--- config.mk ---
export PLATFORM = sky130hd
export DESIGN_NAME = fetch_unit
export DESIGN_NICKNAME = d
export VERILOG_FILES = /design/src/rtl/riscv_pkg.sv /design/src/rtl/fetch_buffer.sv /design/src/rtl/fetch_unit.sv
export SDC_FILE = /design/constraint.sdc
export NUM_CORES = 1
export LEC_CHECK = 0
export CAP_MARGIN = 20
export CORE_AREA = 8 8 123 171
export DETAILED_ROUTE_END_ITERATION = 6
export DIE_AREA = 0 0 131 179
export HOLD_SLACK_MARGIN = 0.15
export MAX_ROUTING_LAYER = met4
export PLACE_DENSITY_LB_ADDON = 0.12
export SYNTH_ARGS = -nofsm -noshare
export SYNTH_HDL_FRONTEND = slang
export SYNTH_SLANG_ARGS = --single-unit
--- constraint.sdc ---
create_clock -name clk -period 8.82 [get_ports clk]
set_input_delay 2.205 -clock clk [delete_from_list [all_inputs] [get_ports clk]]
set_output_delay 2.205 -clock clk [all_outputs]
set_load 0.01 [all_outputs]
--- src/rtl/riscv_pkg.sv ---
// Shared RISC-V pipeline definitions: data width, the canonical NOP,
// and the record a fetched instruction travels in.
package riscv_pkg;

    localparam int XLEN = 32;

    // addi x0, x0, 0
    localparam logic [XLEN-1:0] NOP_INSTR = 32'h0000_0013;

    typedef struct packed {
        logic [XLEN-1:0] instr;
        logic [XLEN-1:0] pc;
    } fetch_entry_t;

endpackage

--- src/rtl/fetch_buffer.sv ---
// Two-entry FIFO of fetched instructions between the fetch and decode stages.
// Flush and reset both empty it; the data array itself needs no reset.
module fetch_buffer
    import riscv_pkg::*;
(
    input  logic         clk,
    input  logic         rst,
    input  logic         flush,
    input  logic         push,
    input  fetch_entry_t push_data,
    input  logic         pop,
    output logic [1:0]   count,
    output fetch_entry_t head
);

    fetch_entry_t entries [2];
    logic         rd_ptr;
    logic         wr_ptr;
    logic [1:0]   count_q;

    always_ff @(posedge clk) begin
        if (rst || flush) begin
            rd_ptr  <= 1'b0;
            wr_ptr  <= 1'b0;
            count_q <= 2'd0;
        end else begin
            if (push) begin
                entries[wr_ptr] <= push_data;
                wr_ptr          <= ~wr_ptr;
            end
            if (pop) begin
                rd_ptr <= ~rd_ptr;
            end
            // A simultaneous push and pop leaves the occupancy unchanged.
            case ({push, pop})
                2'b10:   count_q <= count_q + 2'd1;
                2'b01:   count_q <= count_q - 2'd1;
                default: count_q <= count_q;
            endcase
        end
    end

    assign count = count_q;
    assign head  = entries[rd_ptr];

endmodule

--- src/rtl/fetch_unit.sv ---
// Instruction-fetch stage: owns the PC, issues word requests to a 1-cycle
// synchronous instruction memory and feeds decode through a 2-entry buffer.
module fetch_unit
    import riscv_pkg::*;
#(
    parameter logic [XLEN-1:0] RESET_PC = 32'h0000_0000
) (
    input  logic            clk,
    input  logic            rst,
    output logic            imem_req,
    output logic [XLEN-1:0] imem_addr,
    input  logic [XLEN-1:0] imem_rdata,
    input  logic            pc_src_e,
    input  logic [XLEN-1:0] pc_target_e,
    input  logic            stall_d,
    output logic            valid_d,
    output logic [XLEN-1:0] instr_d,
    output logic [XLEN-1:0] pc_d,
    output logic [XLEN-1:0] pc_plus4_d
);

    logic [XLEN-1:0] pc_f;
    logic            inflight_v;
    logic [XLEN-1:0] inflight_pc;
    logic [XLEN-1:0] target_aligned;
    logic [1:0]      count;
    logic [2:0]      occupancy;
    logic            pop;
    logic            push;
    fetch_entry_t    head;
    fetch_entry_t    push_data;

    assign target_aligned = pc_target_e & ~32'h0000_0003;
    assign valid_d        = (count != 2'd0);
    assign pop            = valid_d && !stall_d;

    // A redirect kills the response of the previous request before it lands.
    assign push           = inflight_v && !pc_src_e;
    assign push_data      = '{instr: imem_rdata, pc: inflight_pc};

    // Requests are throttled so every response always has a buffer slot.
    assign occupancy = {1'b0, count} + {2'b00, inflight_v};

    always_comb begin
        imem_req  = 1'b0;
        imem_addr = pc_f;
        if (!rst) begin
            if (pc_src_e) begin
                imem_req  = 1'b1;
                imem_addr = target_aligned;
            end else begin
                imem_req  = (occupancy < (3'd2 + {2'b00, pop}));
            end
        end
    end

    always_ff @(posedge clk) begin
        if (rst) begin
            pc_f        <= RESET_PC;
            inflight_v  <= 1'b0;
            inflight_pc <= '0;
        end else begin
            inflight_v  <= imem_req;
            inflight_pc <= imem_addr;
            if (imem_req) begin
                pc_f <= imem_addr + 32'd4;
            end
        end
    end

    fetch_buffer u_buffer (
        .clk       (clk),
        .rst       (rst),
        .flush     (pc_src_e),
        .push      (push),
        .push_data (push_data),
        .pop       (pop),
        .count     (count),
        .head      (head)
    );

    always_comb begin
        instr_d    = NOP_INSTR;
        pc_d       = '0;
        pc_plus4_d = '0;
        if (valid_d) begin
            instr_d    = head.instr;
            pc_d       = head.pc;
            pc_plus4_d = head.pc + 32'd4;
        end
    end

endmodule
Word level (Yosys, flattened, before mapping)
Memory sizes are Yosys's and may differ from the RTL's. A register that Yosys moved wholly into a read port is not among the register bits.
Index checks and enable logic that the tools add are counted.
W data, S select, Z words.
{"block": "word_totals", "register_bits": 69, "ram_bits": 128, "in_bits": 68, "output_inout_bits": 130, "wordCells": 38, "n_memories": 1}
{"block": "classes", "addsub": 6, "order_cmp": 1, "eq_ne": 2, "mux": 13, "bitwise_logic": 2, "reduce_logical": 7}
{"memory": "u_buffer.entries", "words": 2, "width": 64, "read_ports": 1, "rd_ports_with_merged_regs": 1, "wr": 1, "line": "fetch_buffer.sv:16", "text": "fetch_entry_t entries [2];"}
{"op": "$mux W32", "n": 5}
{"op": "$add A32 B3 Y32 const B", "n": 2}
{"op": "$mux W1", "n": 7}
{"op": "$pmux W2 S2", "n": 1}
{"op": "$reduce_bool A2 Y1", "n": 2}
{"op": "$add A2 B1 Y3", "n": 1}
{"op": "$add A2 B1 Y3 const A", "n": 1}
{"op": "$lt A3 B3 Y1", "n": 1}
{"op": "$add A2 B1 Y2 const B", "n": 1}
{"op": "$eq A2 B1 Y1 const B", "n": 1}
{"op": "$eq A2 B2 Y1 const B", "n": 1}
{"op": "$logic_and A1 B1 Y1", "n": 2}
{"op": "$logic_not A1 Y1", "n": 2}
{"op": "$not A1 Y1", "n": 2}
{"op": "$sub A2 B1 Y2 const B", "n": 1}
{"op": "$logic_or A1 B1 Y1", "n": 1}

Logic depth before layout (Yosys ltp)
Gate-level depths: netlist of run 1.
{"block": "logic_depth", "depth_word": 6, "depth_mapped": 14, "mapped_depth_nobuf": 10}

Hierarchy
Synthesis of run 1 repeated with hierarchy kept, for this count alone.
{"block": "unflattened", "hier_cells": 836, "hier_area_um2": 9485.3}
{"module": "fetch_buffer", "n_inst": 1, "cells_per_inst": 220, "area_per_inst_um2": 4845.9, "seq_area_each_um2": 3943.8}
{"module": "fetch_unit", "n_inst": 1, "cells_per_inst": 616, "area_per_inst_um2": 4639.4, "seq_area_each_um2": 1301.2}

Worst setup path before layout of run 1
OpenSTA, ideal clock, no wires.
{"block": "synth_path", "kind": "input-to-reg", "from": "input rst", "to": "memory u_buffer.entries[0][0] in the netlist's numbering (enable)", "setup_ns": 0.565, "arrival_ns": 7.147, "t_required_ns": 8.255, "path_slack_ns": 1.108, "cell_stages": 4, "n_path_buf": 3, "path_cell_list": "buf_6 -> clkbuf_1 -> buf_1 -> nor3_1"}
{"block": "synth_between", "elab_chain_len": 3}
{"element": "from (decl)", "line": "fetch_unit.sv:9", "text": "input logic rst,"}
{"element": "$logic_or A1 B1 Y1", "line": "fetch_buffer.sv:22", "text": "if (rst || flush) begin"}
{"element": "$mux W1", "line": "fetch_buffer.sv:22"}
{"element": "$mux W1 (not written as such)", "line": "fetch_buffer.sv:28", "text": "entries[wr_ptr] <= push_data;"}
{"element": "to (decl)", "line": "fetch_buffer.sv:16"}
Every way passes these cells.

Final worst setup path of run 1
{"block": "layout_path", "from": "input pc_src_e", "to": "output imem_req"}
{"block": "layout_between", "elab_chain_len": 2}
{"element": "from (decl)", "line": "fetch_unit.sv:13", "text": "input logic pc_src_e,"}
{"element": "$mux W1", "line": "fetch_unit.sv:48", "text": "if (pc_src_e) begin"}
{"element": "$mux W1", "line": "fetch_unit.sv:47", "text": "if (!rst) begin"}
{"element": "to (decl)", "line": "fetch_unit.sv:10", "text": "output logic imem_req,"}
Every way passes these cells.

==> results of run 1 <==
synth_stat cells (10+ instances only):
cell | count | share of area (%)
edfxtp_1 | 128 | 41
nor2_1 | 126 | 5.0
nand2_1 | 95 | 3.8
mux2i_1 | 93 | 9.9
dfxtp_1 | 70 | 15
nand3_1 | 39 | 2.1
clkbuf_1 | 23 | 0.92
xnor2_1 | 23 | 2.1
nor3_1 | 20 | 1.1
and2_1 | 19 | 1.3
xor2_1 | 19 | 1.8
a21oi_1 | 18 | 0.96
inv_1 | 18 | 0.72
o21ai_0 | 16 | 0.85
nor4_1 | 10 | 0.66
final cells by class:
type | count | area (um2) | area share, %
repair buffers | 204 | 2010 | 16.6
clock inverters | 14 | 150 | 1.24
multi-input cells | 584 | 3880 | 32.0
well taps | 244 | 305 | 2.52
clock buffers | 18 | 439 | 3.63
inverters | 18 | 67.6 | 0.558
flip-flops and latches | 198 | 5250 | 43.4
critical path, delay by kind of cell:
kind	cells	cell delay, ns
AO/OA/AOI/OAI	1	0.15
AND/OR/NAND/NOR	1	0.09
buffers and inverters	5	2.34
sequential cells by signal (all words and copies together), names as in the netlist, named ones only:
name and flops:
inflight_v 1, inflight_pc 32, u_buffer.wr_ptr 1, pc_f 32, u_buffer.count 2, u_buffer.entries 128
u_buffer.rd_ptr 1
routing by layer:
metal	share of wire, %	routed length [um]	GRT usage, %
met2	49	10600	31.7
met1	44	9400	23.1
met3	5.8	1260	4.20
met5	0	0	-
met4	1.5	318	6.19
how the worst max path moves through the flow:
| stage | startpoint | cells past startpoint | to |
|---|---|---|---|
| detailed placement | pc_src_e | 7 | imem_req |
| CTS | pc_src_e | 7 | imem_req |
| finish | pc_src_e | 7 | imem_req |
| floorplan | rst | 4 | u_buffer.entries[0][0] |
| global route | pc_src_e | 7 | imem_req |
| global placement | pc_src_e | 7 | imem_req |
cell families after synthesis:
logic type	count (synthesis)	synth area share, %
buf+inv	65	3.27
compound gates	65	4.70
xor+xnor	42	3.91
mux	110	12.3
fa+ha+maj	5	0.664
simple gates	362	19.4
flops	198	55.7
stage by stage:
stage                     instances  hold WS [ns]
after global placement         1248         0.405
after detailed placement       1248         0.410
after CTS                      1280         0.427
final                          1280         0.427
after floorplan                 847         0.404
after global routing           1280         0.435
cell usage in the layout (no fill, tap or decap), drive strengths merged, types with 4 or more instances in the layout:
cell type / netlist / routed
and2: 19 / 19
nor2: 126 / 126
a31oi: 8 / 8
inv: 18 / 28
nand4: 13 / 13
mux2i: 101 / 101
nand3b: 9 / 9
nor3: 20 / 20
nand3: 39 / 39
nor4: 18 / 18
dfxtp: 70 / 70
a21oi: 18 / 18
clkdlybuf4s50: 0 / 194
clkbuf: 23 / 18
edfxtp: 128 / 128
buf: 24 / 10
ha: 5 / 5
mux2: 9 / 9
xnor2: 23 / 23
o21ai: 19 / 19
and4: 4 / 4
xor2: 19 / 19
nand2: 98 / 98
clkinv: 0 / 4
power breakdown:
group          switching (mW)  total, mW  internal, mW
logic                   0.129      0.249         0.120
clock network           0.365      0.753         0.388
registers              0.0192       1.04          1.02
==> results_dict.tcl, run 1 <==
set metrics [dict create \
    numCtsBuffers 17 \
    ff2ff_setup_slack_ns 6.21 \
    cts_setup_buffers 0 \
    min_period_ns 6.99 \
    clock_sinks 198 \
    ir_drop_uv 134 \
    critPathKind "primary input to output pin" \
    crit_path_top_delay_cell "clkdlybuf4s50_1" \
    nNetsFinal 1096 \
    fin_ws_ns 1.83 \
    leakagePower_nw 4.23 \
    ys_seq_elements 198 \
    r2r_cells 9 \
    hold_start "inflight_pc[21]" \
    wl_um 21600 \
    r2r-start "pc_f[2]" \
    hold_path_class "flop to flop" \
    gp_congestion 0.842 \
    r2r-end "pc_f[30]" \
    rsz0062_at_grt "false" \
    synth_fp_nets 920 \
    grt-ovfl-total 0 \
    synth_area_um2 9420 \
    synth_cells 847 \
    dpl.hpwl_um 15500 \
    die_w_um 131 \
    cts_root_buf "clkbuf_16" \
    place_worst_setup_slack_ns 1.82 \
    ant_nets 0 \
    first_global_vias 6614 \
    finalPower_mw 2.04 \
    tightest_slew_ns 0.867 \
    n_antenna_cell 0 \
    clockBufferDepth 2 \
    finalSetupViolCount 0 \
    cts_resized 0 \
    fin_setup_tns_ns 0 \
    final_max_slew_viol_count 0 \
    avgSynthCellArea_um2 11.1 \
    synth_edf_count 128 \
    grt_max_degree 89 \
    hold_depth 0 \
    start_kind "primary input" \
    layout-area-overhead-vs-synth_pct 28.6 \
    insertion_delay_ns 0.43 \
    crit_path_end_kind "output pin" \
    rows 59 \
    port_buffers 195 \
    grt.total_usage_pct 19.3 \
    relSlewSlack_pct 42.2 \
    synth_cell_types 59 \
    start_util_pct 51.2 \
    placed_area_um2 11500 \
    crit_required_ns 6.62 \
    routedWlPerCell_um 16.9 \
    cp_data_arrival_time_ns 4.79 \
    clk_pin_slew_ns 0.07 \
    max_freq_mhz 143 \
    cp_cell_sequence "clkdlybuf4s50_1 > buf_4 > inv_1 > a21oi_1 > nand2_1 > inv_1 > clkdlybuf4s50_1" \
    crit_path_max_fanout 17 \
    drtIter0Drc 351 \
    yosys_warnings 0 \
    drive_above_1_share_pct 8.49 \
    yosysSeqAreaShare_pct 55.7 \
    outcome "finished clean" \
    fp.dieH_um 179 \
    finalCritPeriodShare_pct 79.3 \
    synth_ff_type "edfxtp_1" \
    h-tree-depth 4 \
    max_stage_delay_ns 0.75 \
    drtPass1Iterations 4 \
    finalInstanceArea_um2 12100 \
    cts_tree "yes" \
    fin_util_pct 65.8 \
    detail_route.vias_per_cell 5.24 \
    drc 0 \
    power.density_nw_per_um2 169 \
    core_um2 18400 \
    grt_first_pass_wirelength_um 34300 \
    antenna_found_initial 0 \
    hold_viol_final 0 \
    top_level_ports 198 \
    clock_skew_ns 0.0148 \
    fillers 1423 \
    vias 6712 \
    async_flop_share_pct 0 \
    cts-hold-fix-buffers 0 \
    min_to "u_buffer.entries[1][21]" \
    dieArea_um2 23400 \
    timing.max_cap.violations 0 \
]
Power figures use the tool's default switching activity.
==> run 2, diff against run 1 <==
==> constraint.sdc (replaced) <==
create_clock -name clk -period 6.8 [get_ports clk]
set_input_delay 1.7 -clock clk [delete_from_list [all_inputs] [get_ports clk]]
set_output_delay 1.7 -clock clk [all_outputs]
set_load 0.01 [all_outputs]
==> run 2 against run 1 <==
- routed wire length rose by 0.88%
- critical path type unchanged
- critical endpoint is now imem_addr[25]
- largest power group unchanged
- core utilization rose by 0.20 points
- sequential power rose by 30%
- non-clock buffer count rose by 3
- clock power rose by 29%
==> results_dict.tcl, run 2 (synthesized netlist as in run 1, its figures left out) <==
set metrics [dict create \
    routedWlPerCell_um 17.0 \
    r2r-start "pc_f[3]" \
    clockBufferDepth 2 \
    min_period_ns 5.55 \
    outcome "finished clean" \
    grt.total_usage_pct 19.6 \
    final_cells 1283 \
    relSlewSlack_pct 42.6 \
    fp.dieH_um 179 \
    wl_um 21800 \
    r2r-end "pc_f[30]" \
    top_level_ports 198 \
    crit_path_top_delay_cell "clkdlybuf4s50_1" \
    hold_depth 0 \
    largest_register_ffs 128 \
    hold_viol_final 0 \
    crit_end "imem_addr[25]" \
    clk_pin_slew_ns 0.07 \
    r2r_cells 8 \
    timing.max_cap.violations 0 \
    leakagePower_nw 4.23 \
    max_freq_mhz 180 \
    ant_nets 0 \
    path_delay_family "buffers and inverters" \
    crit_required_ns 5.10 \
    fin_util_pct 66.1 \
    crit_top_cell "clkdlybuf4s50_1" \
    finalCritPeriodShare_pct 81.6 \
    final_cell_mix "clkdlybuf4s50_1 (194), edfxtp_1 (128), nor2_1 (125), nand2_1 (95), mux2i_1 (93)" \
    antenna_found_initial 0 \
    path_buf_inv 4 \
    first_global_vias 6829 \
    place_worst_setup_slack_ns 1.28 \
    crit_path_max_fanout 35 \
    detail_route.vias_per_cell 5.28 \
    top_register "u_buffer.entries" \
    fin_setup_tns_ns 0 \
    dpl.hpwl_um 16000 \
    cp-startpoint "pc_src_e" \
    cts_resized 0 \
    cts-hold-fix-buffers 0 \
    gp_congestion 0.839 \
    clock_sinks 198 \
    crit_cells 6 \
    ff2ff_setup_slack_ns 4.24 \
    placed_area_um2 11600 \
    max_stage_delay_ns 0.50 \
    port_buffers 195 \
    rows 59 \
    hold-worst-slack_ns 0.429 \
    drtIter0Drc 351 \
    final_max_slew_viol_count 0 \
    cts_setup_buffers 0 \
    drtPass1Iterations 5 \
    numCtsBuffers 17 \
    cp_data_arrival_time_ns 3.85 \
    fin_ws_ns 1.25 \
    grt_first_pass_wirelength_um 34800 \
    place_inst 1251 \
    nNetsFinal 1099 \
    start_kind "primary input" \
    die_w_um 131 \
    tightest_slew_ns 0.862 \
    rsz0062_at_grt "false" \
    final_common_cell "clkdlybuf4s50_1" \
    ir_drop_uv 135 \
    drive_above_1_share_pct 8.66 \
    grt_max_degree 65 \
    fillers 1460 \
    drc 0 \
    finalSetupViolCount 0 \
    h-tree-depth 4 \
    finalPower_mw 2.64 \
    critPathKind "primary input to output pin" \
    reg_top3 "u_buffer.entries x128, inflight_pc x32, pc_f x32" \
    finalInstanceArea_um2 12100 \
    crit_path_end_kind "output pin" \
    cp_cell_sequence "clkdlybuf4s50_1 > nor2b_2 > buf_4 > mux2i_1 > inv_1 > clkdlybuf4s50_1" \
    start_util_pct 51.2 \
    layout-area-overhead-vs-synth_pct 29.0 \
    grt-ovfl-total 0 \
    dieArea_um2 23400 \
    hold_path_class "flop to flop" \
    cts_tree "yes" \
    insertion_delay_ns 0.44 \
    core_um2 18400 \
    cts_root_buf "clkbuf_16" \
    power.density_nw_per_um2 218 \
    n_antenna_cell 0 \
    clock_skew_ns 0.0155 \
    vias 6777 \
]
-- run 2: cell count changes in the layout (fill, tap and decap cells not counted), moves of 2 or more --
cell / change
inv_8: +2
inv_6: -4
buf_4: +2
clkinv_4: +2
-- run 2: report_power, final --
| group | switching, mW | internal, mW | total, mW | leakage [nW] |
|---|---|---|---|---|
| Clock | 0.478 | 0.494 | 0.972 | 0.283 |
| Combinational | 0.169 | 0.157 | 0.326 | 2.20 |
| Sequential | 0.0243 | 1.32 | 1.35 | 1.75 |
-- run 2: worst min-delay path by stage --
stage,to,slack (ns),startpoint
2_1_floorplan,u_buffer.entries[0][0],0.40,inflight_pc[0]
3_3_place_gp,u_buffer.entries[1][0],0.41,inflight_pc[0]
3_5_place_dp,u_buffer.entries[1][11],0.41,inflight_pc[11]
4_1_cts,u_buffer.entries[0][2],0.43,inflight_pc[2]
5_1_grt,u_buffer.entries[1][11],0.43,inflight_pc[11]
6_report,u_buffer.entries[0][2],0.43,inflight_pc[2]
-- run 2: cell type report --
| type | count | area, um2 | area share [%] |
|---|---|---|---|
| sequential | 198 | 5250 | 43.2 |
| clock buffer | 18 | 429 | 3.53 |
| multi-input combinational | 584 | 3880 | 32.0 |
| timing repair buffer | 207 | 2050 | 16.9 |
| tap | 244 | 305 | 2.51 |
| clock inverter | 14 | 156 | 1.29 |
| inverter | 18 | 67.6 | 0.556 |
-- run 2: worst register-to-register path, stage by stage (launching register included) --
cell	delay, ns
dfxtp_1	0.36
mux2_2	0.25
ha_1	0.25
nand2_1	0.09
mux2i_2	0.31
nand4_1	0.32
nor4_1	0.49
mux2i_1	0.25
o311ai_1	0.11
-- run 2: per-layer routing --
metal | track usage, % | wire length [um]
met3 | 3.96 | 1290
met2 | 32.2 | 10600
met1 | 23.4 | 9520
met5 | - | 0
met4 | 6.96 | 441
